==> src/rtl/wb_lfsr_gen.sv <==
// Wishbone-classic LFSR peripheral: programmable taps/seed, Fibonacci or Galois, free-run or counted steps.
// Optional step-done interrupt is built only when WB_LFSR_IRQ_EN is defined.
module wb_lfsr_gen #(
    parameter int          WIDTH        = 32,
    parameter int          CNT_W        = 16,
    parameter logic [31:0] DEFAULT_TAPS = 32'h80200003,
    parameter logic [31:0] DEFAULT_SEED = 32'h1
) (
    input  logic             i_clk,
    input  logic             i_reset_n,
    input  logic             i_wb_cyc,
    input  logic             i_wb_stb,
    input  logic             i_wb_we,
    input  logic [2:0]       i_wb_addr,
    input  logic [31:0]      i_wb_data,
    output logic             o_wb_stall,
    output logic             o_wb_ack,
    output logic [31:0]      o_wb_data,
    output logic             o_lfsr_bit,
    output logic [WIDTH-1:0] o_lfsr_word,
    output logic             o_irq
);

    localparam logic [WIDTH-1:0] TAPS_RST = DEFAULT_TAPS[WIDTH-1:0];
    localparam logic [WIDTH-1:0] SEED_RST = DEFAULT_SEED[WIDTH-1:0];

    logic             ack_q, ack_d;
    logic [31:0]      rdata_q, rdata_d;
    logic             run_q, run_d;
    logic             galois_q, galois_d;
    logic [WIDTH-1:0] taps_q, taps_d;
    logic [WIDTH-1:0] seed_q, seed_d;
    logic [WIDTH-1:0] state_q, state_d;
    logic [CNT_W-1:0] cnt_q, cnt_d;

    logic             access, wr;
    logic             ctrl_wr, stat_wr, step_wr;
    logic             load, adv, busy, lockup;
    logic [WIDTH-1:0] step_val;
    logic [31:0]      rd_mux;
    logic             irq_en, irq_pend;

    always_comb begin
        access   = i_wb_cyc & i_wb_stb;
        wr       = access & i_wb_we;
        ctrl_wr  = wr && (i_wb_addr == 3'd0);
        stat_wr  = wr && (i_wb_addr == 3'd1);
        step_wr  = wr && (i_wb_addr == 3'd5);
        load     = ctrl_wr & i_wb_data[1];
        busy     = run_q | (cnt_q != '0);
        adv      = busy;
        lockup   = (state_q == '0);

        if (galois_q)
            step_val = (state_q >> 1) ^ (state_q[0] ? taps_q : '0);
        else
            step_val = {state_q[WIDTH-2:0], ^(state_q & taps_q)};

        run_d    = ctrl_wr ? i_wb_data[0] : run_q;
        galois_d = ctrl_wr ? i_wb_data[2] : galois_q;
        taps_d   = (wr && i_wb_addr == 3'd2) ? i_wb_data[WIDTH-1:0] : taps_q;
        seed_d   = (wr && i_wb_addr == 3'd3) ? i_wb_data[WIDTH-1:0] : seed_q;

        // Only one bus write per cycle, so seed_q already is the post-write seed during a load.
        state_d = state_q;
        if (load)
            state_d = seed_q;
        else if (adv)
            state_d = step_val;

        cnt_d = cnt_q;
        if (step_wr)
            cnt_d = i_wb_data[CNT_W-1:0];
        else if (!load && cnt_q != '0)
            cnt_d = cnt_q - CNT_W'(1);

        rd_mux = '0;
        case (i_wb_addr)
            3'd0: begin
                rd_mux[0] = run_q;
                rd_mux[2] = galois_q;
                rd_mux[3] = irq_en;
            end
            3'd1: begin
                rd_mux[0] = busy;
                rd_mux[1] = lockup;
                rd_mux[2] = irq_pend;
            end
            3'd2: rd_mux[WIDTH-1:0] = taps_q;
            3'd3: rd_mux[WIDTH-1:0] = seed_q;
            3'd4: rd_mux[WIDTH-1:0] = state_q;
            3'd5: rd_mux[CNT_W-1:0] = cnt_q;
            default: rd_mux = '0;
        endcase

        ack_d   = access;
        rdata_d = (access && !i_wb_we) ? rd_mux : '0;
    end

    always_ff @(posedge i_clk or negedge i_reset_n) begin
        if (!i_reset_n) begin
            ack_q    <= 1'b0;
            rdata_q  <= '0;
            run_q    <= 1'b0;
            galois_q <= 1'b0;
            taps_q   <= TAPS_RST;
            seed_q   <= SEED_RST;
            state_q  <= SEED_RST;
            cnt_q    <= '0;
        end else begin
            ack_q    <= ack_d;
            rdata_q  <= rdata_d;
            run_q    <= run_d;
            galois_q <= galois_d;
            taps_q   <= taps_d;
            seed_q   <= seed_d;
            state_q  <= state_d;
            cnt_q    <= cnt_d;
        end
    end

`ifdef WB_LFSR_IRQ_EN
    logic irq_en_q, irq_en_d;
    logic irq_pend_q, irq_pend_d;

    always_comb begin
        irq_en_d   = ctrl_wr ? i_wb_data[3] : irq_en_q;
        irq_pend_d = irq_pend_q;
        if (stat_wr && i_wb_data[2])
            irq_pend_d = 1'b0;
        // Completion is applied after the clear so a same-cycle W1C cannot lose it.
        if (cnt_q == CNT_W'(1) && cnt_d == '0)
            irq_pend_d = 1'b1;
    end

    always_ff @(posedge i_clk or negedge i_reset_n) begin
        if (!i_reset_n) begin
            irq_en_q   <= 1'b0;
            irq_pend_q <= 1'b0;
        end else begin
            irq_en_q   <= irq_en_d;
            irq_pend_q <= irq_pend_d;
        end
    end

    assign irq_en   = irq_en_q;
    assign irq_pend = irq_pend_q;
    assign o_irq    = irq_pend_q & irq_en_q;
`else
    assign irq_en   = 1'b0;
    assign irq_pend = 1'b0;
    assign o_irq    = 1'b0;
`endif

    assign o_wb_stall  = 1'b0;
    assign o_wb_ack    = ack_q;
    assign o_wb_data   = rdata_q;
    assign o_lfsr_word = state_q;
    assign o_lfsr_bit  = galois_q ? state_q[0] : state_q[WIDTH-1];

endmodule

==> config.mk <==
export PLATFORM = sky130hd
export DESIGN_NAME = wb_lfsr_gen
export DESIGN_NICKNAME = d
export VERILOG_FILES = /design/src/rtl/wb_lfsr_gen.sv
export SDC_FILE = /design/constraint.sdc
export NUM_CORES = 1
export LEC_CHECK = 0
export CORE_UTILIZATION = 30
export DETAILED_ROUTE_END_ITERATION = 8
export SLEW_MARGIN = 5
export SYNTH_ARGS = -nofsm -noshare
export SYNTH_HDL_FRONTEND = slang
export SYNTH_SLANG_ARGS = --single-unit
==> constraint.sdc <==
create_clock -name i_clk -period 2.55 [get_ports i_clk]
set_input_delay 0.6375 -clock i_clk [delete_from_list [all_inputs] [get_ports i_clk]]
set_output_delay 0.6375 -clock i_clk [all_outputs]
set_load 0.005 [all_outputs]
Word level (Yosys, flattened, before mapping)

Cells that the tools add are included.

Bits in registers: 147
Output and inout bits: 68
Logic and storage cells: 48

Add/subtract/negate cells: 1
Eq/ne operators: 5
Muxes and demuxes: 14
Bitwise gates (word level): 6
Reduce and logical (&&, ||, !) cells: 14

Operator list:

| kind                                                | number |
|---|---|
| 2-to-1 mux 32 bit                                   | 5 |
| case mux 12 bit (4 select lines)                    | 1 |
| case mux 16 bit (3 select lines)                    | 1 |
| bitwise AND 32 bit                                  | 1 |
| zero test 32 bit                                    | 1 |
| 2-to-1 mux 16 bit                                   | 2 |
| parity 32 bit                                       | 1 |
| bitwise XOR 31 x 32 -> 32 bit                       | 1 |
| nonzero test 16 bit                                 | 1 |
| subtractor 16 x 1 -> 16 bit (second input constant) | 1 |
| case mux 1 bit (5 select lines)                     | 2 |
| == test 3 x 2 -> 1 bit (second input constant)      | 2 |
| == test 3 bit (second input constant)               | 2 |
| logical AND 1 bit                                   | 6 |
| case mux 1 bit (6 select lines)                     | 1 |
| case mux 1 bit (4 select lines)                     | 1 |
| nonzero test 2 bit                                  | 2 |
| bitwise AND 1 bit                                   | 3 |
| == test 3 x 1 -> 1 bit (second input constant)      | 1 |
| zero test 3 bit                                     | 1 |
| zero test 1 bit                                     | 2 |
| 2-to-1 mux 1 bit                                    | 1 |
| bitwise OR 1 bit                                    | 1 |

Logic depth before layout (Yosys ltp)

Gate-level depths: netlist of the first run.

Word-level depth: 8
Gate-level depth with buffers: 9
Depth with buffers taken out: 8

Worst setup path before layout of the first run

OpenSTA, ideal clock, no wires.

Path kind: reg2reg
Start: register cnt_q[6]
End: register state_q[31], in the netlist o_lfsr_word[31]
Library setup time: 129 ps
Arrival: 2328 ps
Path slack: 93 ps
Cell stages (with the launch flop): 7
Buffers on the path: 1
Period minus slack after synthesis: 2457 ps
Cell sequence: dfrtp_1 -> or3_4 -> or4_4 -> nor4_4 -> buf_6 -> mux2i_1 -> o21ai_1

Longest elaborated chain between the ends: 3

RTL lines:

| item                                | line | source |
|---|---|---|
| start, declared                     | 34   | `logic [CNT_W-1:0] cnt_q, cnt_d;` |
| start signal, assigned              | 118  | `cnt_q <= cnt_d;` |
| nonzero test 16 bit                 | 50   | `busy = run_q \| (cnt_q != '0);` |
| bitwise OR 1 bit                    | 50   |  |
| nonzero test 2 bit (no source line) | n/a  |  |
| end signal, assigned                | 117  | `state_q <= state_d;` |
| end, declared                       | 33   | `logic [WIDTH-1:0] state_q, state_d;` |

No other way between the ends.
A chain may end at the register's enable or synchronous reset.

Worst setup path after layout of the first run

Start: register state_q[0], in the netlist o_lfsr_word[0]
End: output o_lfsr_word[0]

RTL lines:

| item          | line | source |
|---|---|---|
| end, declared | 20   | `output logic [WIDTH-1:0] o_lfsr_word,` |

No word-level cell between the ends.

==> impl_metrics.yaml, run 1 <==
status:
  status: "complete, no violations"
power_and_ir_drop:
  peakVddDrop_uv: 493
  power.leakage_nw: 4.17
  power.density_nw_per_um2: 999
critical_path:
  worstSetupPathType: "flip-flop to primary output"
  critPathTopFamily: "buffers and inverters"
  worstSetupEndpointType: "primary output"
  startpoint_type: "flip-flop"
  path_buf_inv: 2
  worstPathMaxFanout: 15
  critPathMaxStageDelay_ns: 0.55
  cp.arrival_ns: 1.77
  required_ns: 1.91
  crit_slowest_cell: "dfstp_2"
  path_cells: "buf_4, clkdlybuf4s50_1"
timing:
  fin_skew_ns: 0.0189
  slew_headroom_pct: 54.1
  setup_tns_ns: 0
  finalCritPeriodShare_pct: 94.3
  rsz0062_at_grt: "no"
  finalSetupViolCount: 0
  min_period_ns: 2.41
  hold_violations: 0
  fmax_mhz: 416
  worst_pin_slew_ns: 0.689
  drv_slew: 0
cts:
  cts_max_level: 4
  cts_tree: "yes"
  clkSinkCount: 147
  insertion_delay_ns: 0.44
  root_buffer: "clkbuf_16"
  cts_resized: 0
  cts_inserted_buffers: 17
  clkTransAtPathRegs_ns: 0.06
  cts.path.max_buffers: 2
synth:
  ys_warn_count: 0
  syn_area_per_cell_sq_um: 9.80
  synth.yosys.seq_area_share_pct: 46.7
  ys_types: 44
  synth_seq_cells: 147
  syn_inst: 805
  synth_area_sq_um: 7890
drt:
  viasPerCell: 4.96
  wl_microns: 23000
  ant_nets: 0
  drc: 0
  num_vias: 6303
  drtIter0Drc: 402
  wire_per_inst_microns: 18.1
  drtPass1Iterations: 5
final_layout:
  multi_input_area_sq_um: 3930
  fillers: 2489
  layout.nets: 969
  final_common_cell: "dfrtp_1"
  drive_gt1_share_pct: 17.9
  syn_to_final_growth_pct: 29.5
  post-route-util_pct: 40.1
  diodes: 0
  layout_common_cells: "dfrtp_1 (140), nand2_1 (120), clkdlybuf4s50_1 (103)"
  seq_area_sq_um: 3690
place:
  dp_hpwl_microns: 16100
  port_buffers: 105
  gp_congestion: 0.861
die:
  design.core.area_sq_um: 25500
  rows: 58
  die_area_sq_um: 26900
  chipWidth_microns: 164
  initial_utilization_pct: 31.0
  io_pins: 108
  die_height_microns: 164
grt:
  track_usage_pct: 17.8
  grt_max_degree: 67
  overflow: 0
  grt_pass1_wl_microns: 35900
  antenna_found_initial: 0
  first_global_vias: 6159
worst_hold_path:
  hold_class: "input pin to asynchronous set/reset pin"
job:
  cap_violations: 0
worst paths after layout:
kind,endpoint,start,depth (start not counted),slack [ns]
max,o_lfsr_word[0],o_lfsr_word[0],2,0.14
min,o_wb_data[11],i_reset_n,1,0.16
max reg2reg,o_lfsr_word[28],cnt_q[11],8,0.14
min reg2reg,o_lfsr_word[10],seed_q[10],2,0.50
max in group asynchronous,taps_q[21],i_reset_n,2,1.69
min in group i_clk,o_lfsr_word[10],seed_q[10],2,0.50
area by class of cell:
| class | count | area share, % |
|---|---|---|
| Inverter | 5 | 0.184 |
| Sequential cell | 147 | 36.1 |
| Clock inverter | 13 | 1.80 |
| Timing Repair Buffer | 155 | 15.0 |
| Clock buffer | 19 | 4.34 |
| Multi-Input combinational cell | 601 | 38.5 |
| Tap cell | 330 | 4.04 |
synthesized netlist by cell type:
cell type / number / area [sq um]
nand2_1: 120 / 450
nand4_1: 1 / 6.26
o21ai_1: 7 / 35.0
ha_1: 2 / 25.0
or3_4: 1 / 11.3
buf_1: 7 / 26.3
o31a_1: 1 / 8.76
dfrtp_1: 141 / 3530
dfstp_2: 6 / 158
or2_2: 1 / 6.26
o21ai_0: 40 / 200
mux2i_1: 43 / 430
nor3_1: 8 / 40.0
nor3b_1: 2 / 15.0
nor2b_1: 2 / 12.5
a22oi_1: 1 / 7.51
a21oi_1: 54 / 270
nand2b_1: 3 / 18.8
a31o_2: 1 / 8.76
inv_1: 5 / 18.8
nor4b_1: 1 / 8.76
o22a_1: 13 / 114
xnor2_1: 36 / 315
nand3_1: 7 / 35.0
nor4_1: 10 / 62.6
buf_4: 3 / 22.5
or4_1: 1 / 7.51
clkbuf_1: 37 / 139
a211oi_1: 32 / 240
xor2_1: 38 / 333
o41ai_1: 1 / 8.76
mux2_2: 71 / 800
o21bai_1: 1 / 7.51
buf_6: 6 / 67.6
or4_4: 1 / 11.3
nor2_1: 88 / 330
a221o_1: 1 / 10.0
a221oi_1: 3 / 26.3
nor4_4: 1 / 21.3
a21o_1: 1 / 7.51
and2_1: 1 / 6.26
conb_1: 1 / 3.75
and3_1: 2 / 12.5
or3_1: 3 / 18.8
report_power, final:
group	internal, mW	switching (mW)	total [mW]
Sequential	2.94	0.930	3.87
Clock	1.66	1.03	2.69
Combinational	2.02	1.62	3.64
Total	6.63	3.58	10.2
metal layers:
metal	share of wire [%]	GRT usage [%]	vias to the layer above
met5	0	0	-
li1	-	-	3028
met1	48	24.4	3098
met3	4.1	3.18	31
met2	47	27.8	146
met4	1.9	6.69	0
cell families (layout without fill, tap and decap cells):
| kind of cell | count (synthesis) | after routing | share of synthesized area (%) |
|---|---|---|---|
| adder cells (fa/ha/maj) | 2 | 2 | 0.317 |
| flip-flops | 147 | 147 | 46.7 |
| buffers and inverters | 58 | 192 | 3.47 |
| AO/OA/AOI/OAI | 156 | 156 | 12.0 |
| XOR/XNOR | 74 | 74 | 8.22 |
| other | 1 | 2 | 0.0476 |
| AND/OR/NAND/NOR | 253 | 253 | 13.6 |
| multiplexers | 114 | 114 | 15.6 |
registers in the layout, summed over array words and instances, names as in the netlist:
signal / cells
o_lfsr_word: 32
o_wb_ack: 1
galois_q: 1
cnt_q: 16
o_wb_data: 32
taps_q: 32
seed_q: 32
run_q: 1
metrics by stage:
stage | hold slack (ns) | worst slack, ns | total power [mW] | std cells | cell area, sq um
after floorplan | 0.342 | 0.0934 | 6.03 | 806 | 7890
after global placement | 0.490 | -0.0564 | 7.49 | 1236 | 9560
after detailed placement | 0.499 | -0.0258 | 7.56 | 1236 | 9560
after CTS | 0.174 | 0.105 | 10.3 | 1268 | 10200
after global routing | 0.189 | 0.0170 | 10.8 | 1270 | 10200
final | 0.160 | 0.145 | 10.2 | 1270 | 10200
repair_timing:
action,4_1_cts,5_1_grt
setup buffers,0,2
hold buffers,0,0
pin swaps,1,2
setup endpoints to repair,5,4
Note: power is estimated with default switching activity, not from simulation.
==> run 2, diff against run 1 <==
Settings changed: CORE_UTILIZATION 30 to 50, PLACE_DENSITY set to 0.77.
==> run 2 against run 1 <==
Against the previous run: global-route usage increased by 9.4 points; combinational power shrank 2%; register-to-register slack lost 0.07 ns; clock skew down 0.012 ns; non-clock buffer count fell by 10; first-iteration DRC count is 58% higher; utilization up 25 points; via count grew 3.4%; sequential share of layout area rose by 1.0 points; worst hold slack better by 0.014 ns; cell count fell by 10%; critical path type unchanged; largest power group unchanged.
==> impl_metrics.yaml, run 2 (same netlist as run 1, synthesis figures left out) <==
die:
  initial_utilization_pct: 51.5
  chipWidth_microns: 128
  die_area_sq_um: 16300
  rows: 45
  die_height_microns: 128
  io_pins: 108
  design.core.area_sq_um: 15300
final_layout:
  fin_area_sq_um: 9950
  fillers: 1230
  final_common_cell: "dfrtp_1"
  multi_input_area_sq_um: 3940
  syn_to_final_growth_pct: 26.1
  drive_gt1_share_pct: 17.1
  layout.nets: 959
  post-route-util_pct: 64.9
  seq_area_sq_um: 3690
  layout_common_cells: "dfrtp_1 (140), nand2_1 (120), clkdlybuf4s50_1 (103)"
  finalNonFillerCells: 1140
  diodes: 0
critical_path:
  timing.critical_path.from: "o_lfsr_word[0]"
  rr_worst_depth: 8
  cp.depth: 2
  path_buf_inv: 1
  critPathMaxStageDelay_ns: 0.73
  worstSetupEndpointType: "primary output"
  crit_slowest_cell: "dfstp_4"
  worstPathMaxFanout: 16
  cp.arrival_ns: 1.87
  crit_end: "o_lfsr_bit"
  worstSetupPathType: "flip-flop to primary output"
  rrSetupSlack_ns: 0.07
  r2r_start: "cnt_q[8]"
  required_ns: 1.91
  path_cells: "mux2_2, clkdlybuf4s50_1"
  startpoint_type: "flip-flop"
  worstReg2RegEnd: "o_lfsr_word[0]"
  critPathTopFamily: "flip-flops"
timing:
  worst_pin_slew_ns: 1.23
  finalSetupViolCount: 0
  hold_violations: 0
  min_period_ns: 2.50
  slew_headroom_pct: 18.0
  drv_slew: 0
  whs_ns: 0.175
  fmax_mhz: 399
  fin_ws_ns: 0.0465
  finalCritPeriodShare_pct: 98.2
  fin_skew_ns: 0.00678
  setup_tns_ns: 0
drt:
  drc: 0
  wl_microns: 21000
  ant_nets: 0
  wire_per_inst_microns: 18.4
  num_vias: 6520
  viasPerCell: 5.72
  drtPass1Iterations: 7
  drtIter0Drc: 637
power_and_ir_drop:
  power.total_mw: 10.0
  peakVddDrop_uv: 567
  power.leakage_nw: 4.11
  power.density_nw_per_um2: 1010
job:
  cap_violations: 0
place:
  gp_congestion: 0.875
  port_buffers: 105
  placed_cells: 1106
  place_area_sq_um: 9280
  dp_hpwl_microns: 14100
  dp_slack_ns: -0.120
grt:
  track_usage_pct: 27.2
  grt_max_degree: 67
  first_global_vias: 6470
  grt_pass1_wl_microns: 33800
  antenna_found_initial: 0
  overflow: 0
cts:
  cts_max_level: 4
  root_buffer: "clkbuf_16"
  holdBufCountCts: 0
  clkSinkCount: 147
  cts_inserted_buffers: 17
  insertion_delay_ns: 0.43
  cts.path.max_buffers: 2
  clkTransAtPathRegs_ns: 0.06
  cts_tree: "yes"
worst_hold_path:
  hold_class: "input pin to asynchronous set/reset pin"
status:
  status: "complete, no violations"
run 2: layer usage:
metal / track usage (%) / vias up / part of all wire, %
li1: - / 3004 / -
met1: 36.5 / 3246 / 43
met2: 42.8 / 238 / 48
met4: 11.1 / 0 / 2.2
met3: 5.82 / 32 / 6.5
met5: 0 / - / 0
run 2: worst min path at each step:
stage | depth (start not counted) | slack, ns | to | startpoint
2_1_floorplan | 0 | 0.34 | cnt_q[0] | i_reset_n
3_3_place_gp | 2 | 0.48 | o_lfsr_word[17] | seed_q[17]
3_5_place_dp | 2 | 0.50 | o_lfsr_word[30] | seed_q[30]
4_1_cts | 1 | 0.19 | seed_q[13] | i_reset_n
5_1_grt | 1 | 0.21 | o_wb_data[12] | i_reset_n
6_report | 1 | 0.17 | o_wb_data[12] | i_reset_n
run 2: where the power goes:
part / internal (mW) / total [mW] / switching [mW]
registers: 2.95 / 3.90 / 0.949
logic: 1.97 / 3.56 / 1.59
clock network: 1.63 / 2.58 / 0.958
total: 6.55 / 10.0 / 3.50
run 2: final cells by class:
type	count	share of cell area [%]
Clock buffer	21	4.83
Sequential cell	147	37.1
Multi-Input combinational cell	601	39.6
Clock inverter	10	1.31
Timing Repair Buffer	145	14.3
Inverter	5	0.189
Tap cell	211	2.65
run 2: timing repair:
action	4_1_cts	5_1_grt
cloned	0	1
buffers inserted	0	2
resized for setup	1	4
pin swaps	0	1
setup endpoints to repair	1	14
